`src/rtl/sprite_layer_ctrl.sv`:
```
// Game-over screen sequencer (PLAY/FLASH/HOLD) plus per-pixel layer arbitration
// for the VGA output. All state changes happen on frame boundaries.
module sprite_layer_ctrl #(
  parameter int unsigned FLASH_FRAMES = 60,
  parameter int unsigned BLINK_FRAMES = 8,
  parameter logic [11:0] KEY_COLOR    = 12'hF0F
) (
  input  logic        clk_i,
  input  logic        rst_ni,
  input  logic [9:0]  h_cnt_i,
  input  logic [9:0]  v_cnt_i,
  input  logic        valid_i,
  input  logic        game_over_i,
  input  logic        restart_i,
  input  logic        lose_on_i,
  input  logic [11:0] lose_pixel_i,
  input  logic        player_on_i,
  input  logic [11:0] player_pixel_i,
  input  logic        fungi_on_i,
  input  logic [11:0] fungi_pixel_i,
  input  logic [11:0] bg_pixel_i,
  output logic [11:0] rgb_o,
  output logic        lose_en_o,
  output logic [1:0]  state_o,
  output logic        frame_start_o
);

  typedef enum logic [1:0] {
    ST_PLAY  = 2'd0,
    ST_FLASH = 2'd1,
    ST_HOLD  = 2'd2
  } state_e;

  localparam logic [6:0] FLASH_LAST = 7'(FLASH_FRAMES - 1);
  localparam logic [6:0] BLINK_DIV  = 7'(BLINK_FRAMES);

  state_e      state_q, state_d;
  logic [6:0]  frame_cnt_q, frame_cnt_d;
  logic        go_pend_q, go_pend_d;
  logic        rs_pend_q, rs_pend_d;
  logic        frame_start_q, frame_start_d;
  logic        lose_on_q, player_on_q, fungi_on_q, valid_q;
  logic [11:0] rgb_q, rgb_d;
  logic [6:0]  blink_idx;
  logic        show_lose;

  assign frame_start_d = (h_cnt_i == 10'd0) && (v_cnt_i == 10'd0);

  // Pending flags are consumed on every frame_start; a pulse landing on that
  // same cycle is kept for the following frame.
  always_comb begin
    state_d     = state_q;
    frame_cnt_d = frame_cnt_q;
    go_pend_d   = go_pend_q | game_over_i;
    rs_pend_d   = rs_pend_q | restart_i;
    if (frame_start_q) begin
      go_pend_d = game_over_i;
      rs_pend_d = restart_i;
      case (state_q)
        ST_PLAY: begin
          if (go_pend_q) begin
            state_d     = ST_FLASH;
            frame_cnt_d = 7'd0;
          end
        end
        ST_FLASH: begin
          if (frame_cnt_q == FLASH_LAST) state_d = ST_HOLD;
          else                           frame_cnt_d = frame_cnt_q + 7'd1;
        end
        ST_HOLD: begin
          if (rs_pend_q) state_d = ST_PLAY;
        end
        default: state_d = ST_PLAY;
      endcase
    end
  end

  assign blink_idx = frame_cnt_q / BLINK_DIV;

  always_comb begin
    show_lose = 1'b0;
    case (state_q)
      ST_FLASH: show_lose = ~blink_idx[0];
      ST_HOLD:  show_lose = 1'b1;
      default:  show_lose = 1'b0;
    endcase
  end

  // Stage-2 mux: coverage flags are one cycle old, matching the ROM latency.
  always_comb begin
    rgb_d = 12'h000;
    if (valid_q) begin
      if (show_lose && lose_on_q && (lose_pixel_i != KEY_COLOR))
        rgb_d = lose_pixel_i;
      else if (player_on_q && (player_pixel_i != KEY_COLOR))
        rgb_d = player_pixel_i;
      else if (fungi_on_q && (fungi_pixel_i != KEY_COLOR))
        rgb_d = fungi_pixel_i;
      else
        rgb_d = bg_pixel_i;
    end
  end

  always_ff @(posedge clk_i or negedge rst_ni) begin
    if (!rst_ni) begin
      state_q       <= ST_PLAY;
      frame_cnt_q   <= 7'd0;
      go_pend_q     <= 1'b0;
      rs_pend_q     <= 1'b0;
      frame_start_q <= 1'b0;
      lose_on_q     <= 1'b0;
      player_on_q   <= 1'b0;
      fungi_on_q    <= 1'b0;
      valid_q       <= 1'b0;
      rgb_q         <= 12'h000;
    end else begin
      state_q       <= state_d;
      frame_cnt_q   <= frame_cnt_d;
      go_pend_q     <= go_pend_d;
      rs_pend_q     <= rs_pend_d;
      frame_start_q <= frame_start_d;
      lose_on_q     <= lose_on_i;
      player_on_q   <= player_on_i;
      fungi_on_q    <= fungi_on_i;
      valid_q       <= valid_i;
      rgb_q         <= rgb_d;
    end
  end

  assign rgb_o         = rgb_q;
  assign lose_en_o     = (state_q != ST_PLAY);
  assign state_o       = state_q;
  assign frame_start_o = frame_start_q;

endmodule
```
`config.mk`:
```
export PLATFORM = sky130hd
export DESIGN_NAME = sprite_layer_ctrl
export DESIGN_NICKNAME = d
export VERILOG_FILES = /design/src/rtl/sprite_layer_ctrl.sv
export SDC_FILE = /design/constraint.sdc
export NUM_CORES = 1
export LEC_CHECK = 0
export BUFFER_PORTS_ARGS = -buffer_cell sky130_fd_sc_hd__buf_2
export CORE_MARGIN = 1.5
export CORE_UTILIZATION = 40
export CTS_CLUSTER_DIAMETER = 150
export CTS_CLUSTER_SIZE = 25
export DETAILED_ROUTE_END_ITERATION = 6
export PLACE_DENSITY = 0.76
export SLEW_MARGIN = 25
export SYNTH_ARGS = -nofsm -noshare
export SYNTH_HDL_FRONTEND = slang
export SYNTH_SLANG_ARGS = --single-unit
```
`constraint.sdc`:
```
create_clock -name clk_i -period 2.65 [get_ports clk_i]
set_input_delay 0.795 -clock clk_i [delete_from_list [all_inputs] [get_ports clk_i]]
set_output_delay 0.795 -clock clk_i [all_outputs]
set_load 0.1 [all_outputs]
```
==> results.txt, run 1 <==
worst path arrival time = 1490 ps
Max-slew headroom = 0.593
Post-CTS Hold Fix Bufs = 0
Antenna Nets Post-Route = 0
worst hold slack = 482 ps
GR Util met3 = 0.0428
global route hottest layer = met2
Hold EP = rs_pend_q
Die X = 68.0 microns
hold path cells = 1
Power Total = 950 uW
clk_skew = 6.05 ps
pwr/cell area = 424 mW/mm^2
hold path startpoint = rs_pend_q
global route overflow = 0
clk sink count = 28
fmax = 0.437 GHz
Avg Cell Area, Syn = 10.2 sq um
most common cell after layout, fill and taps aside = buf_2
worst-path cell chain = inv_1, ha_1, inv_1, buf_2
GRT met2 Usage = 0.317
Synth Net Count = 247
WP data required = 1860 ps
end of the worst register-to-register path = rgb_o[2]
gpl congestion = 0.868
register bit total from synthesis = 28
Die Ht = 68.0 microns
Site Rows = 23
critical path type = flop to primary output
IO Port Bufs = 91
Inst Count DP = 302
Antenna Cells = 0
DR vias/cell = 5.26
largest net degree at the start of global routing = 29
all-layer global routing usage = 0.191
Worst R2R Path Depth = 7
fin nets = 339
first-pass GRT wire length = 6.66 mm
fraction of final layout cells with drive strength greater than 1 = 0.445
Leak = 0.00107 uW
non-filler cells in the finished layout = 306
Worst VDD drop = 0.000317 V
cell family with most CP delay = buffers and inverters
drt wl/cell = 14.0 microns
Max Transition Viols Final = 0
RSZ-0062 raised after global routing = false
Synth cell types = 47
Worst Tran Pin Value = 611 ps
Mapped Area = 0.00169 sq mm
DIE AREA = 0.00462 sq mm
initial core utilization = 0.420
post-route setup TNS = 0 ps
root buf cell = clkbuf_8
Clock Path Buffers = 2
met1 global-route usage = 0.251
worst skew pair latency = 270 ps
DRC viols = 0
num ports = 92
Period minus WS final = 2290 ps
delay of the slowest critical-path stage = 420 ps
asr flop ratio synth = 1.00
slowest CP cell = buf_2
Worst-path clk slew = 90 ps
Final Hold Vio Count = 0
initial antenna violation count = 0
HPWL after DPL = 3.57 mm
CTS tree = yes
Ys Warns = 0
fin util = 0.556
Num CTS Buffers = 3
Worst setup SP type = flop
Most common cell on crit path = inv_1
CTS H-tree depth = 1
RR Startpoint = state_o[1]
status = finished, final reports clean
setup slack, reg-to-reg = 570 ps
CP endpoint kind = primary output
drt initial violations = 91
Hold Path Class = flop to flop
Setup Fix Bufs, Post-CTS = 0
max cap viols = 0
EDFF count, synth = 0
Crit path depth = 4
most frequent cells in the layout = 91 x buf_2, 26 x dfrtp_1, 16 x nand2_1, 12 x o21ai_0, 9 x inv_1
final setup violation count = 0
post-synthesis sequential area ratio = 0.415
CORE AREA = 0.00403 sq mm
Primary FF master, synth = dfrtp_1
Critical Path Fanout Max = 4
CP Buf/Inv Count = 3
area grow syn2layout = 32.4%
first-pass iteration count of the detailed router = 4
vias = 1611
cell count after synthesis = 165
fin crit share = 0.863
vias in the first global route = 1485
drt total wl = 4.27 mm
# resized after CTS = 0
per-stage QoR:
step	instance area [sq um]	worst slack [ps]
after floorplan	1690	146
after global placement	2180	346
after detailed placement	2180	289
after CTS	2240	351
after global routing	2240	292
final	2240	363
worst max-delay path by stage:
stage                      endpoint       startpoint  slack, ps
after global placement     rgb_o[2]  lose_pixel_i[4]        350
after detailed placement   rgb_o[2]  lose_pixel_i[4]        290
final                     lose_en_o       state_o[0]        360
after global routing      lose_en_o       state_o[0]        290
after CTS                 lose_en_o       state_o[0]        350
after floorplan           lose_en_o       state_o[0]        150
cells by family (layout without fill, tap and decap cells):
family,after synthesis,in the layout,synth area share
adders and majority gates,6,6,0.0444
DFF,28,28,0.415
xor gates and xnor gates,2,2,0.0104
AOI/OAI and AO/OA,52,52,0.255
and+or+nand+nor,62,62,0.224
buffers and inverters,13,104,0.0363
muxes,2,2,0.0155
final cells by class:
class | count | area [sq um]
Clock buffer | 4 | 55.1
Fill cell | 407 | 1790
Inverter | 9 | 33.8
Multi-Input combinational cell | 124 | 928
Sequential cell | 28 | 703
Tap cell | 50 | 62.6
Timing Repair Buffer | 91 | 455
power by group:
group / leakage, uW / switching (uW) / internal (uW) / total [uW]
registers: 0.000355 / 6.97 / 442 / 449
clock network: 0.0000288 / 127 / 133 / 260
logic: 0.000689 / 163 / 77.2 / 240
total: 0.00107 / 297 / 652 / 950
layer usage:
metal / vias up / routed length [microns]
met4: 0 / 21
met5: - / 0
met3: 2 / 234
met1: 728 / 1860
li1: 814 / -
met2: 67 / 2150
registers in the layout, indices dropped and copies added, names as in the netlist:
| signal | count |
|---|---|
| valid_q | 1 |
| lose_on_q | 1 |
| fungi_on_q | 1 |
| player_on_q | 1 |
| frame_cnt_q | 7 |
| go_pend_q | 1 |
| rgb_o | 12 |
| state_o | 2 |
| frame_start_o | 1 |
| rs_pend_q | 1 |
Yosys cell counts (3+ instances only):
cell type,n,area (sq um)
a21o_1,6,45.0
nor4_1,5,31.3
nor3_1,3,15.0
ha_1,6,75.1
dfrtp_1,28,701
nor2_1,7,26.3
nand2_1,16,60.1
and4b_1,4,40.0
nand3_1,6,30.0
inv_1,9,33.8
nor2b_1,5,31.3
o221ai_1,5,43.8
a31oi_1,5,31.3
o221ai_2,4,60.1
a21oi_1,5,25.0
o21ai_0,12,60.1
Note: power is estimated with default switching activity, not from simulation.
==> inputs of run 2 (changes only) <==
--- a/config.mk
+++ b/config.mk
@@ -12,6 +12,7 @@
 export CTS_CLUSTER_SIZE = 25
 export DETAILED_ROUTE_END_ITERATION = 6
 export PLACE_DENSITY = 0.76
+export RECOVER_POWER = 25
 export SLEW_MARGIN = 25
 export SYNTH_ARGS = -nofsm -noshare
 export SYNTH_HDL_FRONTEND = slang
==> run 2 against run 1 <==
Critical endpoint unchanged. Sequential power is essentially flat. Clock skew is the same. Final cell count is the same. Cell area is essentially flat. Sequential share of layout area is essentially flat. First-iteration DRC count is the same. Global-route usage is the same. Worst hold slack is the same. Combinational power is essentially flat. Clock power is essentially flat. Largest cell class unchanged. Power is essentially flat.
==> results.txt, run 2 (synthesis results as in run 1) <==
vias = 1611 (unchanged)
DR vias/cell = 5.26 (unchanged)
first-pass iteration count of the detailed router = 4 (unchanged)
Antenna Cells = 0 (unchanged)
Post-CTS Hold Fix Bufs = 0 (unchanged)
post-route setup TNS = 0 ps (unchanged)
max cap viols = 0 (unchanged)
initial antenna violation count = 0 (unchanged)
fillers = 408 (was 407)
Leak = 0.00107 uW (about the same)
Clock Path Buffers = 2 (unchanged)
max FFs per register = 12 (unchanged)
Critical Path Fanout Max = 4 (unchanged)
Power Total = 949 uW (was 950 uW)
Worst setup SP type = flop (unchanged)
critical path type = flop to primary output (unchanged)
Final Hold Vio Count = 0 (unchanged)
setup slack, reg-to-reg = 570 ps (about the same)
fmax = 0.437 GHz (unchanged)
Hold EP = rs_pend_q (unchanged)
final setup violation count = 0 (unchanged)
vias in the first global route = 1485 (unchanged)
gpl congestion = 0.868 (unchanged)
area grow syn2layout = 32.3% (was 32.4%)
WP data required = 1860 ps (about the same)
largest net degree at the start of global routing = 29 (unchanged)
Hold Path Class = flop to flop (unchanged)
Max Transition Viols Final = 0 (unchanged)
fin nets = 339 (unchanged)
most frequent cells in the layout = 90 x buf_2, 26 x dfrtp_1, 16 x nand2_1, 12 x o21ai_0, 9 x inv_1 (was 91 x buf_2, 26 x dfrtp_1, 16 x nand2_1, 12 x o21ai_0, 9 x inv_1)
# resized after CTS = 0 (unchanged)
Worst VDD drop = 0.000317 V (about the same)
status = finished, final reports clean (unchanged)
worst skew pair latency = 270 ps (about the same)
end of the worst register-to-register path = rgb_o[2] (unchanged)
hold path cells = 1 (unchanged)
hold path startpoint = rs_pend_q (unchanged)
fin crit share = 0.863 (unchanged)
num ports = 92 (unchanged)
most common cell after layout, fill and taps aside = buf_2 (unchanged)
clk_skew = 6.05 ps (unchanged)
Worst-path clk slew = 90 ps (about the same)
worst path arrival time = 1490 ps (about the same)
IO Port Bufs = 91 (unchanged)
Worst R2R Path Depth = 7 (unchanged)
Setup Fix Bufs, Post-CTS = 0 (unchanged)
DIE AREA = 0.00462 sq mm (unchanged)
drt wl/cell = 13.9 microns (was 14.0 microns)
Final WS setup = 363 ps (unchanged)
CORE AREA = 0.00403 sq mm (unchanged)
Die X = 68.0 microns (unchanged)
worst hold slack = 482 ps (unchanged)
CTS tree = yes (unchanged)
clk sink count = 28 (unchanged)
CTS H-tree depth = 1 (unchanged)
CP endpoint kind = primary output (unchanged)
DP Worst Slack = 289 ps (unchanged)
Site Rows = 23 (unchanged)
Period minus WS final = 2290 ps (unchanged)
Die Ht = 68.0 microns (unchanged)
RR Startpoint = state_o[1] (unchanged)
fraction of final layout cells with drive strength greater than 1 = 0.441 (was 0.445)
DRC viols = 0 (unchanged)
drt initial violations = 91 (unchanged)
first-pass GRT wire length = 6.66 mm (unchanged)
initial core utilization = 0.420 (unchanged)
Max-slew headroom = 0.0281 (was 0.593)
RSZ-0062 raised after global routing = false (unchanged)
HPWL after DPL = 3.57 mm (unchanged)
Num CTS Buffers = 3 (unchanged)
pwr/cell area = 424 mW/mm^2 (about the same)
Worst Tran Pin Value = 1460 ps (was 611 ps)
root buf cell = clkbuf_8 (unchanged)
all-layer global routing usage = 0.191 (unchanged)
global route overflow = 0 (unchanged)
Antenna Nets Post-Route = 0 (unchanged)
drt total wl = 4.27 mm (about the same)
run 2: changes by cell type in the layout (fill, tap and decap cells not counted), sizes merged:
cell / before / now
clkbuf: 4 / 5
buf: 91 / 90
run 2: cell type report:
cell class              instances  area, sq um  area share
repair buffers                 91          454       0.203
multi-input cells             124          928       0.415
well taps                      50         62.6      0.0280
inverters                       9         33.8      0.0151
flip-flops and latches         28          703       0.314
clock buffers                   4         55.1      0.0246
run 2: per-stage QoR:
stage / area [sq um] / std cells / util
floorplan: 1690 / 165 / -
global placement: 2180 / 302 / 0.542
detailed placement: 2180 / 302 / 0.542
CTS: 2240 / 306 / 0.556
global route: 2240 / 306 / 0.555
finish: 2240 / 306 / 0.555
run 2: critical path, cell delays in order (launching register included):
cell	delay (ps)
dfrtp_2	390
inv_1	90
ha_1	230
inv_1	80
buf_2	420
run 2: power by group:
part	switching [uW]	internal, uW
logic	163	76.9
registers	6.97	442
clock network	127	133
total	297	652
run 2: metal layers:
metal  global-route usage  share of wire
met1                0.251           0.44
met2                0.317           0.50
met3               0.0428          0.055
met4               0.0500         0.0049
met5                    0              0
run 2: worst max-delay path by stage:
stage | start | slack, ps | end | cells after the start
2_1_floorplan | state_o[0] | 150 | lose_en_o | 3
3_3_place_gp | lose_pixel_i[4] | 350 | rgb_o[2] | 5
3_5_place_dp | lose_pixel_i[4] | 290 | rgb_o[2] | 5
4_1_cts | state_o[0] | 350 | lose_en_o | 4
5_1_grt | state_o[0] | 290 | lose_en_o | 4
6_report | state_o[0] | 360 | lose_en_o | 4
